File: src/rtl/microwave_timer_ctrl.sv
// Microwave cook-timer sequencer: keypad entry of an MM:SS BCD time,
// 1 Hz countdown with magnetron enable, pause/resume and completion.
module microwave_timer_ctrl #(
    parameter int TICK_DIV = 100
) (
    input  logic       CLK_100HZ,
    input  logic       RST_N,
    input  logic [9:0] KPAD,
    input  logic       START,
    input  logic       STOP,
    input  logic       DOOR_CLOSED,
    output logic [3:0] MIN_T,
    output logic [3:0] MIN_U,
    output logic [3:0] SEC_T,
    output logic [3:0] SEC_U,
    output logic       MAG_ON,
    output logic       SEC_TICK,
    output logic       DONE,
    output logic [2:0] STATE
);

    localparam int PW = $clog2(TICK_DIV);
    localparam logic [PW-1:0] PRESC_MAX = PW'(TICK_DIV - 1);

    typedef enum logic [2:0] {
        S_IDLE   = 3'd0,
        S_ENTRY  = 3'd1,
        S_COOK   = 3'd2,
        S_PAUSED = 3'd3,
        S_FIN    = 3'd4
    } state_t;

    state_t        r_state;
    logic [3:0]    r_mt, r_mu, r_st, r_su;
    logic [PW-1:0] r_presc;
    logic          r_mag, r_tick, r_done;
    logic [9:0]    r_kpad_q;
    logic          r_start_q, r_stop_q;

    logic       w_onehot, w_key_ev, w_start_ev, w_stop_ev, w_can_start;
    logic [3:0] w_key_val;
    logic [3:0] w_dmt, w_dmu, w_dst, w_dsu;
    logic       w_b0, w_b1, w_b2, w_dec_zero;

    // A key only counts when exactly one digit is pressed from an all-released keypad
    assign w_onehot   = (KPAD != 10'd0) && ((KPAD & (KPAD - 10'd1)) == 10'd0);
    assign w_key_ev   = w_onehot && (r_kpad_q == 10'd0);
    assign w_start_ev = START & ~r_start_q;
    assign w_stop_ev  = STOP & ~r_stop_q;

    // Start needs a closed door, a non-zero time and a valid seconds-tens digit
    assign w_can_start = DOOR_CLOSED &&
                         ({r_mt, r_mu, r_st, r_su} != 16'h0000) &&
                         (r_st <= 4'd5);

    // One-hot keypad to BCD digit
    always_comb begin
        w_key_val = 4'd0;
        for (int i = 0; i < 10; i++)
            if (KPAD[i]) w_key_val = 4'(i);
    end

    // BCD borrow chain for the one-second decrement (seconds tens wrap to 5)
    always_comb begin
        w_b0  = (r_su == 4'd0);
        w_dsu = w_b0 ? 4'd9 : r_su - 4'd1;
        w_b1  = w_b0 && (r_st == 4'd0);
        w_dst = w_b0 ? ((r_st == 4'd0) ? 4'd5 : r_st - 4'd1) : r_st;
        w_b2  = w_b1 && (r_mu == 4'd0);
        w_dmu = w_b1 ? ((r_mu == 4'd0) ? 4'd9 : r_mu - 4'd1) : r_mu;
        w_dmt = w_b2 ? r_mt - 4'd1 : r_mt;
        w_dec_zero = ({w_dmt, w_dmu, w_dst, w_dsu} == 16'h0000);
    end

    // Main sequencer: state, digits, prescaler and registered outputs
    always_ff @(posedge CLK_100HZ) begin
        if (!RST_N) begin
            r_state   <= S_IDLE;
            r_mt      <= 4'd0;
            r_mu      <= 4'd0;
            r_st      <= 4'd0;
            r_su      <= 4'd0;
            r_presc   <= '0;
            r_mag     <= 1'b0;
            r_tick    <= 1'b0;
            r_done    <= 1'b0;
            r_kpad_q  <= 10'd0;
            r_start_q <= 1'b0;
            r_stop_q  <= 1'b0;
        end else begin
            r_kpad_q  <= KPAD;
            r_start_q <= START;
            r_stop_q  <= STOP;
            r_tick    <= 1'b0;
            case (r_state)
                S_IDLE, S_ENTRY: begin
                    if (w_stop_ev) begin
                        r_state <= S_IDLE;
                        r_mt <= 4'd0; r_mu <= 4'd0; r_st <= 4'd0; r_su <= 4'd0;
                    end else if (w_start_ev) begin
                        if (w_can_start) begin
                            r_state <= S_COOK;
                            r_mag   <= 1'b1;
                            r_presc <= '0;
                        end
                    end else if (w_key_ev) begin
                        r_state <= S_ENTRY;
                        r_mt <= r_mu; r_mu <= r_st; r_st <= r_su; r_su <= w_key_val;
                    end
                end
                S_COOK: begin
                    // Door or STOP freezes the partial second so resume continues it
                    if (!DOOR_CLOSED || w_stop_ev) begin
                        r_state <= S_PAUSED;
                        r_mag   <= 1'b0;
                    end else if (r_presc == PRESC_MAX) begin
                        r_presc <= '0;
                        r_tick  <= 1'b1;
                        r_mt <= w_dmt; r_mu <= w_dmu; r_st <= w_dst; r_su <= w_dsu;
                        if (w_dec_zero) begin
                            r_state <= S_FIN;
                            r_mag   <= 1'b0;
                            r_done  <= 1'b1;
                        end
                    end else begin
                        r_presc <= r_presc + 1'b1;
                    end
                end
                S_PAUSED: begin
                    if (w_stop_ev) begin
                        r_state <= S_IDLE;
                        r_presc <= '0;
                        r_mt <= 4'd0; r_mu <= 4'd0; r_st <= 4'd0; r_su <= 4'd0;
                    end else if (w_start_ev && DOOR_CLOSED) begin
                        r_state <= S_COOK;
                        r_mag   <= 1'b1;
                    end
                end
                S_FIN: begin
                    // Any user activity acknowledges completion; the event is consumed
                    if (w_key_ev || w_start_ev || w_stop_ev || !DOOR_CLOSED) begin
                        r_state <= S_IDLE;
                        r_done  <= 1'b0;
                    end
                end
                default: begin
                    r_state <= S_IDLE;
                    r_mag   <= 1'b0;
                    r_done  <= 1'b0;
                end
            endcase
        end
    end

    assign MIN_T    = r_mt;
    assign MIN_U    = r_mu;
    assign SEC_T    = r_st;
    assign SEC_U    = r_su;
    assign MAG_ON   = r_mag;
    assign SEC_TICK = r_tick;
    assign DONE     = r_done;
    assign STATE    = r_state;

endmodule

File: config.mk
export PLATFORM = sky130hd
export DESIGN_NAME = microwave_timer_ctrl
export DESIGN_NICKNAME = d
export VERILOG_FILES = /design/src/rtl/microwave_timer_ctrl.sv
export SDC_FILE = /design/constraint.sdc
export NUM_CORES = 1
export LEC_CHECK = 0
export BUFFER_PORTS_ARGS = -buffer_cell sky130_fd_sc_hd__buf_2
export CAP_MARGIN = 20
export CORE_UTILIZATION = 30
export CTS_CLUSTER_SIZE = 16
export DETAILED_ROUTE_END_ITERATION = 10
export SYNTH_ARGS = -nofsm -noshare
export SYNTH_HDL_FRONTEND = slang
export SYNTH_SLANG_ARGS = --single-unit
File: constraint.sdc
create_clock -name CLK_100HZ -period 2.73 [get_ports CLK_100HZ]
set_clock_uncertainty 0.15 [all_clocks]
set_input_delay 0.546 -clock CLK_100HZ [delete_from_list [all_inputs] [get_ports CLK_100HZ]]
set_output_delay 0.546 -clock CLK_100HZ [all_outputs]
set_load 0.05 [all_outputs]
==> results of run 1 <==
## cell families after synthesis
| logic type | after synthesis |
|---|---|
| and+or+nand+nor | 134 |
| AOI/OAI and AO/OA | 92 |
| DFF | 41 |
| buffers and inverters | 26 |
| adders and majority gates | 6 |
| muxes | 5 |
| xor gates and xnor gates | 1 |
## cells in the mapped netlist, drive strengths merged (2+ instances only)
library cell / number
o211ai: 7
clkbuf: 13
buf: 2
ha: 6
nand3b: 2
o21bai: 3
o31ai: 6
or3: 6
nor2b: 7
or2: 4
dfxtp: 41
o32ai: 3
nor2: 35
and2: 12
nand2b: 6
nand3: 7
nor4: 6
mux2i: 5
inv: 11
a21oi: 25
nor3: 8
and3: 3
a22oi: 5
or4: 3
nor4b: 2
nor3b: 2
a32oi: 3
a221oi: 4
o22ai: 5
nand2: 25
nand4: 3
a211oi: 5
a21o: 2
o21ai: 14
## routing by layer
metal  up-vias  track usage (%)  part of all wire, %
met4         0             4.63                 0.94
met2        57             27.1                   46
li1       1233                -                    -
met5         -                0                    0
met3         7             3.35                  4.4
met1      1149             22.0                   49
## sequential cells by signal, summed over array words and instances (netlist names)
name	count
r_stop_q	1
r_kpad_q	10
STATE	3
MAG_ON	1
SEC_TICK	1
SEC_U	4
MIN_U	4
DONE	1
SEC_T	4
MIN_T	4
r_start_q	1
r_presc	7
## area by class of cell
class                   count  area share, %
flip-flops and latches     41           27.9
well taps                 102           4.32
clock buffers               6           2.46
repair buffers             60           12.6
inverters                  11           1.40
multi-input cells         238           50.9
clock inverters             2          0.339
## metrics by stage
stage	instance area (sq um)	hold WS, ns
global placement	2870	0.315
finish	2960	0.329
detailed placement	2870	0.320
CTS	2950	0.324
floorplan	2410	0.299
global route	2960	0.337
## worst max-delay path, stage by stage, from the launching register on
cell and delay (ns):
dfxtp_4 0.39, inv_1 0.08, ha_1 0.24, or4b_4 0.26, nor4_4 0.06, a2111oi_4 0.51
o21ai_4 0.12, or3_2 0.49, o21ai_1 0.13, and2_1 0.12
## path summary, 6_finish.rpt
kind / startpoint / to / slack, ns / depth (start not counted)
worst max-delay path: SEC_U[0] / r_presc[0] / 0.12 / 9
worst min-delay path: START / r_start_q / 0.33 / 2
worst max register to register: SEC_U[0] / r_presc[0] / 0.12 / 9
worst min register to register: r_presc[1] / r_presc[1] / 0.33 / 2
## report_power, final
group / leakage (nW) / switching [mW] / internal (mW)
clock: 0.0450 / 0.228 / 0.178
combinational: 0.824 / 0.388 / 0.235
sequential: 0.336 / 0.0337 / 0.633
total: 1.21 / 0.650 / 1.05
==> results.txt, run 1 <==
status: finished, final reports clean
post_cts resized: 0
initial antenna violation count: 0
dominant cells by area after synthesis: dfxtp_1 34%, nor2_1 5.5%, a21oi_1 5.2%
post-place setup slack: -0.0667 ns
Num CTS Buffers: 5
ANT nets after route: 0
grt ovf: 0
Pins Over Slew Limit: 0
Die Y-Extent: 91.3 um
cell count after placement: 452
# setup viols final: 0
final period demand of the worst path: 2.61 ns
postcts setup bufs: 0
iteration count of the initial detailed-routing pass: 4
die width: 91.3 um
vias per std cell: 5.32
Worst slew margin: 65.3%
register area: 826 sq um
Synth warnings: 0
WL final: 6500 um
peak supply drop: 0.000197 V
Bufs on Longest Clock Path: 2
Worst Setup Start Kind: register
Hold Path Class: primary input to register
Worst EP required: 2.82 ns
MaxCap Viol Count: 0
Core Region: 7730 sq um
vias in the first global route: 2355
nets: 378
average wire per standard cell: 14.1 um
Seq/Total Area, Yosys: 34.3%
initial core utilization: 31.0%
gr usage total: 16.6%
Synth Area in Compound Gates: 26.4%
P per Cell Area: 574 nW/um^2
final hold viol count: 0
Peak Freq: 384 MHz
fillers: 826
number of synthesized register bits: 41
ys async rst share: 0%
final core utilization: 38.2%
io pins: 37
Syn Inst Count: 305
layout cells sized above 1: 22.6%
total power: 1.70 mW
port buffer count: 36
largest family of logic cells by synthesized area: simple AND/OR/NAND/NOR gates
Die Footprint: 8340 sq um
post-DP HPWL: 4640 um
Syn Area/Cell: 7.85 sq um
Layout area overhead: 23.4%
post-synthesis mux area share: 2.09%
Critical Path End Type: register
CTS tree: built
Synth top area share: 34.3%
Synth Area in Adders: 3.13%
largest net degree at the start of global routing: 30
critical path arrival: 2.70 ns
Final Cycle Share: 95.5%
Cell Area, Synth: 2390 sq um
synth unique cells: 53
placer congestion estimate: 0.878
Vias: 2446
Initial DRC Count: 160
biggest area consumer among synthesized cells: dfxtp_1
cts hold-fix bufs: 0
Worst Tran Pin Value: 0.519 ns
most frequent cells in the layout: 39 x dfxtp_1, 36 x buf_2, 35 x nor2_1, 25 x nand2_1, 25 x a21oi_1
top_reg_cell synth: dfxtp_1
clock latency on the worst-skew pair: 0.30 ns
final worst setup slack: 0.123 ns
Static Leak: 1.21 nW
Setup TNS Final: 0 ns
Post-synth EDFFs: 0
Synth Area in XOR/XNOR: 0.366%
CTS root buf: clkbuf_8
Syn Nets: 326
CP Max Fanout: 7
Crit Path Class: register to register
first-pass GRT wire length: 11200 um
Post-route DRC: 0
clock sink count: 41
# H-tree levels: 2
row count: 32
unrepaired setup endpoints after global routing: no
CTS clk-pin slew, worst paths: 0.09 ns
commonest non-fill, non-tap cell in the layout: dfxtp_1
ANT cells: 0
Post-Synth Simple-Gate Area: 29.6%
Multi-input gate area: 1510 sq um
Layout Cells excl Fill: 460
(Power assumes the default switching activity.)
==> inputs of run 2 (changes only) <==
Settings changed: PLACE_DENSITY set to 0.57.
==> run 2 against run 1 <==
  * Non-clock buffer count rose by 1
  * Cell count rose by 0.22%
  * Fmax rose by 1.4%
  * Final area rose by 1.4%
  * Die area did not move
  * Clock-buffer cell count did not move
  * Wire length rose by 0.28%
  * Flip-flop and latch count did not move
  * Via count rose by 0.49%
  * Power rose by 7.3%
  * Combinational power rose by 1%
==> results.txt, run 2 (same netlist as run 1, synthesis figures left out) <==
row count: 32 (unchanged)
CTS clk-pin slew, worst paths: 0.09 ns (about the same)
ANT nets after route: 0 (unchanged)
Worst Tran Pin Value: 0.503 ns (-0.0159 ns)
initial core utilization: 31.0% (unchanged)
iteration count of the initial detailed-routing pass: 4 (unchanged)
CTS tree: built
Multi-input gate area: 1510 sq um (unchanged)
Post-route DRC: 0 (unchanged)
Pins Over Slew Limit: 0 (unchanged)
io pins: 37 (unchanged)
average wire per standard cell: 14.1 um (about the same)
register area: 823 sq um (-0.30%)
Die Footprint: 8340 sq um (unchanged)
postcts setup bufs: 0 (unchanged)
commonest non-fill, non-tap cell in the layout: dfxtp_1
Layout area overhead: 25.2%
Worst Setup Start Kind: register
grt ovf: 0 (unchanged)
Hold WS: 0.325 ns (-0.00425 ns)
P per Cell Area: 607 nW/um^2 (+5.8%)
final period demand of the worst path: 2.57 ns (-0.0371 ns)
Core Region: 7730 sq um (unchanged)
CTS root buf: clkbuf_8
Largest register FFs: 10 (unchanged)
Num CTS Buffers: 5 (unchanged)
MaxCap Viol Count: 0 (unchanged)
die width: 91.3 um (unchanged)
most frequent cells in the layout: 39 x dfxtp_1, 36 x buf_2, 35 x nor2_1, 25 x nand2_1, 25 x a21oi_1
Worst slew margin: 66.4% (+1.1 points)
status: finished, final reports clean
cell count after placement: 453 (+0.22%)
Initial DRC Count: 171 (+6.9%)
post-DP HPWL: 4620 um (-0.43%)
Final Cycle Share: 94.1% (-1.4 points)
Critical Path End Type: register
vias in the first global route: 2343 (-0.51%)
Bufs on Longest Clock Path: 2 (unchanged)
Crit Path Class: register to register
Worst EP required: 2.78 ns (-0.04 ns)
final worst setup slack: 0.160 ns (+0.0371 ns)
dpl cell area: 2870 sq um (+0.26%)
cts hold-fix bufs: 0 (unchanged)
largest net degree at the start of global routing: 30 (unchanged)
post-place setup slack: -0.0832 ns (-0.0165 ns)
final hold viol count: 0 (unchanged)
# setup viols final: 0 (unchanged)
clock latency on the worst-skew pair: 0.30 ns (about the same)
WL final: 6520 um (+0.28%)
critical path arrival: 2.62 ns (-0.08 ns)
fillers: 798 (-3.4%)
Vias: 2458 (+0.49%)
Top reg by flops: r_kpad_q
peak supply drop: 0.000215 V (+9.2%)
Static Leak: 1.22 nW (+1.5%)
vias per std cell: 5.33 (+0.27%)
Die Y-Extent: 91.3 um (unchanged)
# H-tree levels: 2 (unchanged)
final core utilization: 38.8% (+0.55 points)
initial antenna violation count: 0 (unchanged)
port buffer count: 36 (unchanged)
layout cells sized above 1: 23.1% (+0.49 points)
CP Max Fanout: 5 (-2)
placer congestion estimate: 0.873 (-0.61%)
first-pass GRT wire length: 11200 um (-0.19%)
nets: 379 (+0.26%)
ANT cells: 0 (unchanged)
Layout Cells excl Fill: 461 (+0.22%)
top flop regs: r_kpad_q: 10 flops, r_presc: 7 flops
clock sink count: 41 (unchanged)
unrepaired setup endpoints after global routing: no
gr usage total: 16.3% (-0.24 points)
Final Cell Area: 3000 sq um (+1.4%)
Peak Freq: 389 MHz (+1.4%)
Hold Path Class: primary input to register
-- run 2: cell types whose count changed in the layout (fill, tap and decap cells not counted) --
| cell | change |
|---|---|
| dfxtp_4 | -1 |
| bufinv_16 | +1 |
| clkbuf_8 | +1 |
| buf_4 | +1 |
| clkinvlp_4 | +1 |
| clkbuf_1 | -1 |
| dfxtp_2 | +1 |
| clkinv_2 | -2 |
-- run 2: metal layers --
layer / track usage [%] / wire length, um / vias to the layer above
met3: 3.02 / 397 / 6
met1: 23.2 / 3230 / 1137
met5: 0 / 0 / -
li1: - / - / 1233
met2: 25.2 / 2840 / 82
met4: 4.10 / 51 / 0
-- run 2: cell type report --
class | count | area share (%)
Multi-Input combinational cell | 238 | 50.2
Sequential cell | 41 | 27.5
Timing Repair Buffer | 61 | 12.7
Tap cell | 102 | 4.26
Clock buffer | 6 | 2.75
Inverter | 11 | 1.38
Clock inverter | 2 | 1.25
-- run 2: final timing paths --
check	endpoint	start	slack [ns]	cells after the start
worst min-delay path	r_stop_q	STOP	0.32	2
worst max register to register	r_presc[0]	SEC_U[1]	0.16	9
worst max-delay path	r_presc[0]	SEC_U[1]	0.16	9
worst min register to register	r_presc[1]	r_presc[1]	0.32	2
-- run 2: power by group --
part | switching (mW) | internal (mW) | total, mW | leakage (nW)
Sequential | 0.0297 | 0.633 | 0.663 | 0.336
Combinational | 0.394 | 0.236 | 0.630 | 0.830
Clock | 0.230 | 0.298 | 0.528 | 0.0574
-- run 2: critical path: stages (launching register included) --
cell	delay, ns
dfxtp_2	0.35
inv_1	0.14
ha_1	0.24
or4b_4	0.53
nor4_4	0.29
a2111oi_4	0.16
o21ai_4	0.20
or3_2	0.19
o21ai_1	0.07
and2_1	0.15
-- run 2: timing repair --
item / in CTS / in global routing
setup endpoints to repair: 0 / 2
endpoints found under the hold margin: 0 / 0
gates resized for setup: 0 / 1
-- run 2: per-stage QoR --
| stage | total power, mW | setup TNS [ns] |
|---|---|---|
| 2_1_floorplan | 1.10 | 0 |
| 3_3_place_gp | 1.30 | -0.0217 |
| 3_5_place_dp | 1.29 | -0.0940 |
| 4_1_cts | 1.82 | 0 |
| 5_1_grt | 1.92 | 0 |
| 6_report | 1.82 | 0 |
==> inputs of run 3 (changes only) <==
--- a/constraint.sdc
+++ b/constraint.sdc
@@ -4,2 +4,2 @@
 set_output_delay 0.546 -clock CLK_100HZ [all_outputs]
-set_load 0.05 [all_outputs]
+set_load 0.02 [all_outputs]
==> run 3 against run 2 <==
  * Wire length rose by 0.11%
  * Critical path type unchanged
  * Non-clock buffer count shrank 3
  * Via count is 1.1% lower
  * Final area down 1.8%
  * Highest routed layer unchanged
  * Cell count shrank 0.87%
  * Sequential share of layout area up 0.42 points
  * Critical path depth unchanged
  * Critical endpoint unchanged
  * Fmax is 0.43% lower
  * Clock-buffer cell count increased by 1
  * Utilization is 0.70 points lower
==> results.txt, run 3 (same netlist as run 1, synthesis figures left out) <==
status: finished, final reports clean
CP top delay family: simple AND/OR/NAND/NOR gates
Worst Hold Launch: r_presc[1]
post-place setup slack: -0.0499 ns (+0.0333 ns)
most frequent cells in the layout: 41 x dfxtp_1, 36 x buf_2, 35 x nor2_1, 25 x nand2_1, 25 x a21oi_1
Bufs on Longest Clock Path: 2 (unchanged)
cts hold-fix bufs: 0 (unchanged)
port buffer count: 36 (unchanged)
unrepaired setup endpoints after global routing: no
Worst slew margin: 65.4% (-1.0 points)
MaxCap Viol Count: 0 (unchanged)
initial core utilization: 31.0% (unchanged)
Worst EP required: 2.82 ns (+0.04 ns)
Worst Setup Start Kind: register
die width: 91.3 um (unchanged)
Largest register FFs: 10 (unchanged)
layout cells sized above 1: 21.7% (-1.4 points)
peak supply drop: 0.000240 V (+12%)
initial antenna violation count: 0 (unchanged)
vias per std cell: 5.32 (-0.27%)
ANT cells: 0 (unchanged)
fillers: 834 (+4.5%)
crit-path cells: inv_1 > ha_1 > or4b_4 > nor4_4 > a2111oi_4 > o21ai_4 > or3_2 > o21ai_1 > and2_1
nets: 376 (-0.79%)
CP Max Fanout: 6 (+1)
Top reg by flops: r_kpad_q
# H-tree levels: 2 (unchanged)
Die Footprint: 8340 sq um (unchanged)
Slowest cell on crit path: a2111oi_4
hold-critical path depth: 2 (unchanged)
largest net degree at the start of global routing: 31 (+3.3%)
Vias: 2430 (-1.1%)
total power: 1.64 mW (-9.7%)
first-pass GRT wire length: 11100 um (-0.62%)
io pins: 37 (unchanged)
Static Leak: 1.20 nW (-2.0%)
post-DP HPWL: 4690 um (+1.4%)
final period demand of the worst path: 2.58 ns (+0.0111 ns)
P per Cell Area: 558 nW/um^2 (-8.1%)
register area: 821 sq um (-0.30%)
grt ovf: 0 (unchanged)
Crit Path Class: register to register
CTS root buf: clkbuf_8
final worst setup slack: 0.149 ns (-0.0111 ns)
ANT nets after route: 0 (unchanged)
CTS clk-pin slew, worst paths: 0.08 ns (about the same)
average wire per standard cell: 14.3 um (+0.98%)
critical path arrival: 2.67 ns (+0.05 ns)
Layout area overhead: 22.9%
reg2reg end: r_presc[0]
row count: 32 (unchanged)
Hold Path Class: register to register
vias in the first global route: 2263 (-3.4%)
iteration count of the initial detailed-routing pass: 5 (+1)
Post-route DRC: 0 (unchanged)
commonest non-fill, non-tap cell in the layout: dfxtp_1
Critical Path End Type: register
clock latency on the worst-skew pair: 0.30 ns (about the same)
FF-to-FF Start: SEC_U[1]
CTS tree: built
worst r2r path cells: 9 (unchanged)
Peak Freq: 387 MHz (-0.43%)
r2r setup slk: 0.15 ns (about the same)
Hold EP: r_presc[1]
Die Y-Extent: 91.3 um (unchanged)
top flop regs: r_kpad_q: 10 flops, r_presc: 7 flops
final hold viol count: 0 (unchanged)
Multi-input gate area: 1510 sq um (+0.33%)
gr usage total: 16.3% (+0.032 points)
placer congestion estimate: 0.878 (+0.54%)
Final Cycle Share: 94.5% (+0.41 points)
Buf+Inv Stages, Crit Path: 1 (unchanged)
WL final: 6530 um (+0.11%)
# setup viols final: 0 (unchanged)
critical path's largest stage delay: 0.50 ns (-0.03 ns)
Worst Tran Pin Value: 0.519 ns (+0.0154 ns)
Initial DRC Count: 177 (+3.5%)
Num CTS Buffers: 5 (unchanged)
Core Region: 7730 sq um (unchanged)
clock sink count: 41 (unchanged)
Pins Over Slew Limit: 0 (unchanged)
==> run 3: layout make-up <==
| class | instances | area share [%] |
|---|---|---|
| sequential | 41 | 27.9 |
| multi-input combinational | 238 | 51.3 |
| clock buffer | 7 | 2.93 |
| timing repair buffer | 58 | 12.2 |
| inverter | 11 | 1.40 |
| tap | 102 | 4.33 |
==> run 3: report_power, final <==
group	leakage (nW)	total, mW	switching [mW]	internal, mW
registers	0.335	0.662	0.0305	0.632
clock network	0.0443	0.408	0.207	0.201
logic	0.820	0.573	0.337	0.236
total	1.20	1.64	0.575	1.07
==> run 3: how the worst max path moves through the flow <==
stage | cells past startpoint | end | startpoint
2_1_floorplan | 8 | SEC_U[0] | KPAD[1]
3_3_place_gp | 9 | STATE[2] | KPAD[1]
3_5_place_dp | 9 | STATE[2] | KPAD[1]
4_1_cts | 9 | r_presc[0] | SEC_U[1]
5_1_grt | 9 | r_presc[0] | SEC_U[1]
6_report | 9 | r_presc[0] | SEC_U[1]
==> run 3: through the flow <==
stage               util [%]  hold WS (ns)  cell area [sq um]  TNS (ns)  instances
floorplan                  -         0.299               2410         0        305
global placement        36.8         0.316               2840   -0.0283        449
detailed placement      36.8         0.321               2840   -0.0499        449
CTS                     37.9         0.324               2930         0        456
global route            38.1         0.331               2940         0        457
finish                  38.1         0.325               2940         0        457
==> run 3: worst register-to-register path: cells and delay by family, from the launching register on <==
kind / cells / cell delay (ns)
DFF: 1 / 0.42
buffers and inverters: 1 / 0.08
AOI/OAI and AO/OA: 3 / 0.74
adders and majority gates: 1 / 0.22
and+or+nand+nor: 4 / 0.91
==> run 3: metal layers <==
layer	part of all wire [%]	GRT usage (%)	vias to the layer above	routed length [um]
li1	-	-	1224	-
met3	5.6	3.94	5	364
met1	51	23.0	1134	3310
met4	0.78	3.97	0	51
met5	0	0	-	0
met2	43	25.0	67	2800
==> run 3: what timing repair did <==
item                       in CTS  in global routing
buffers inserted                0                  1
setup endpoints to repair       0                 11
gates resized for setup         0                  2
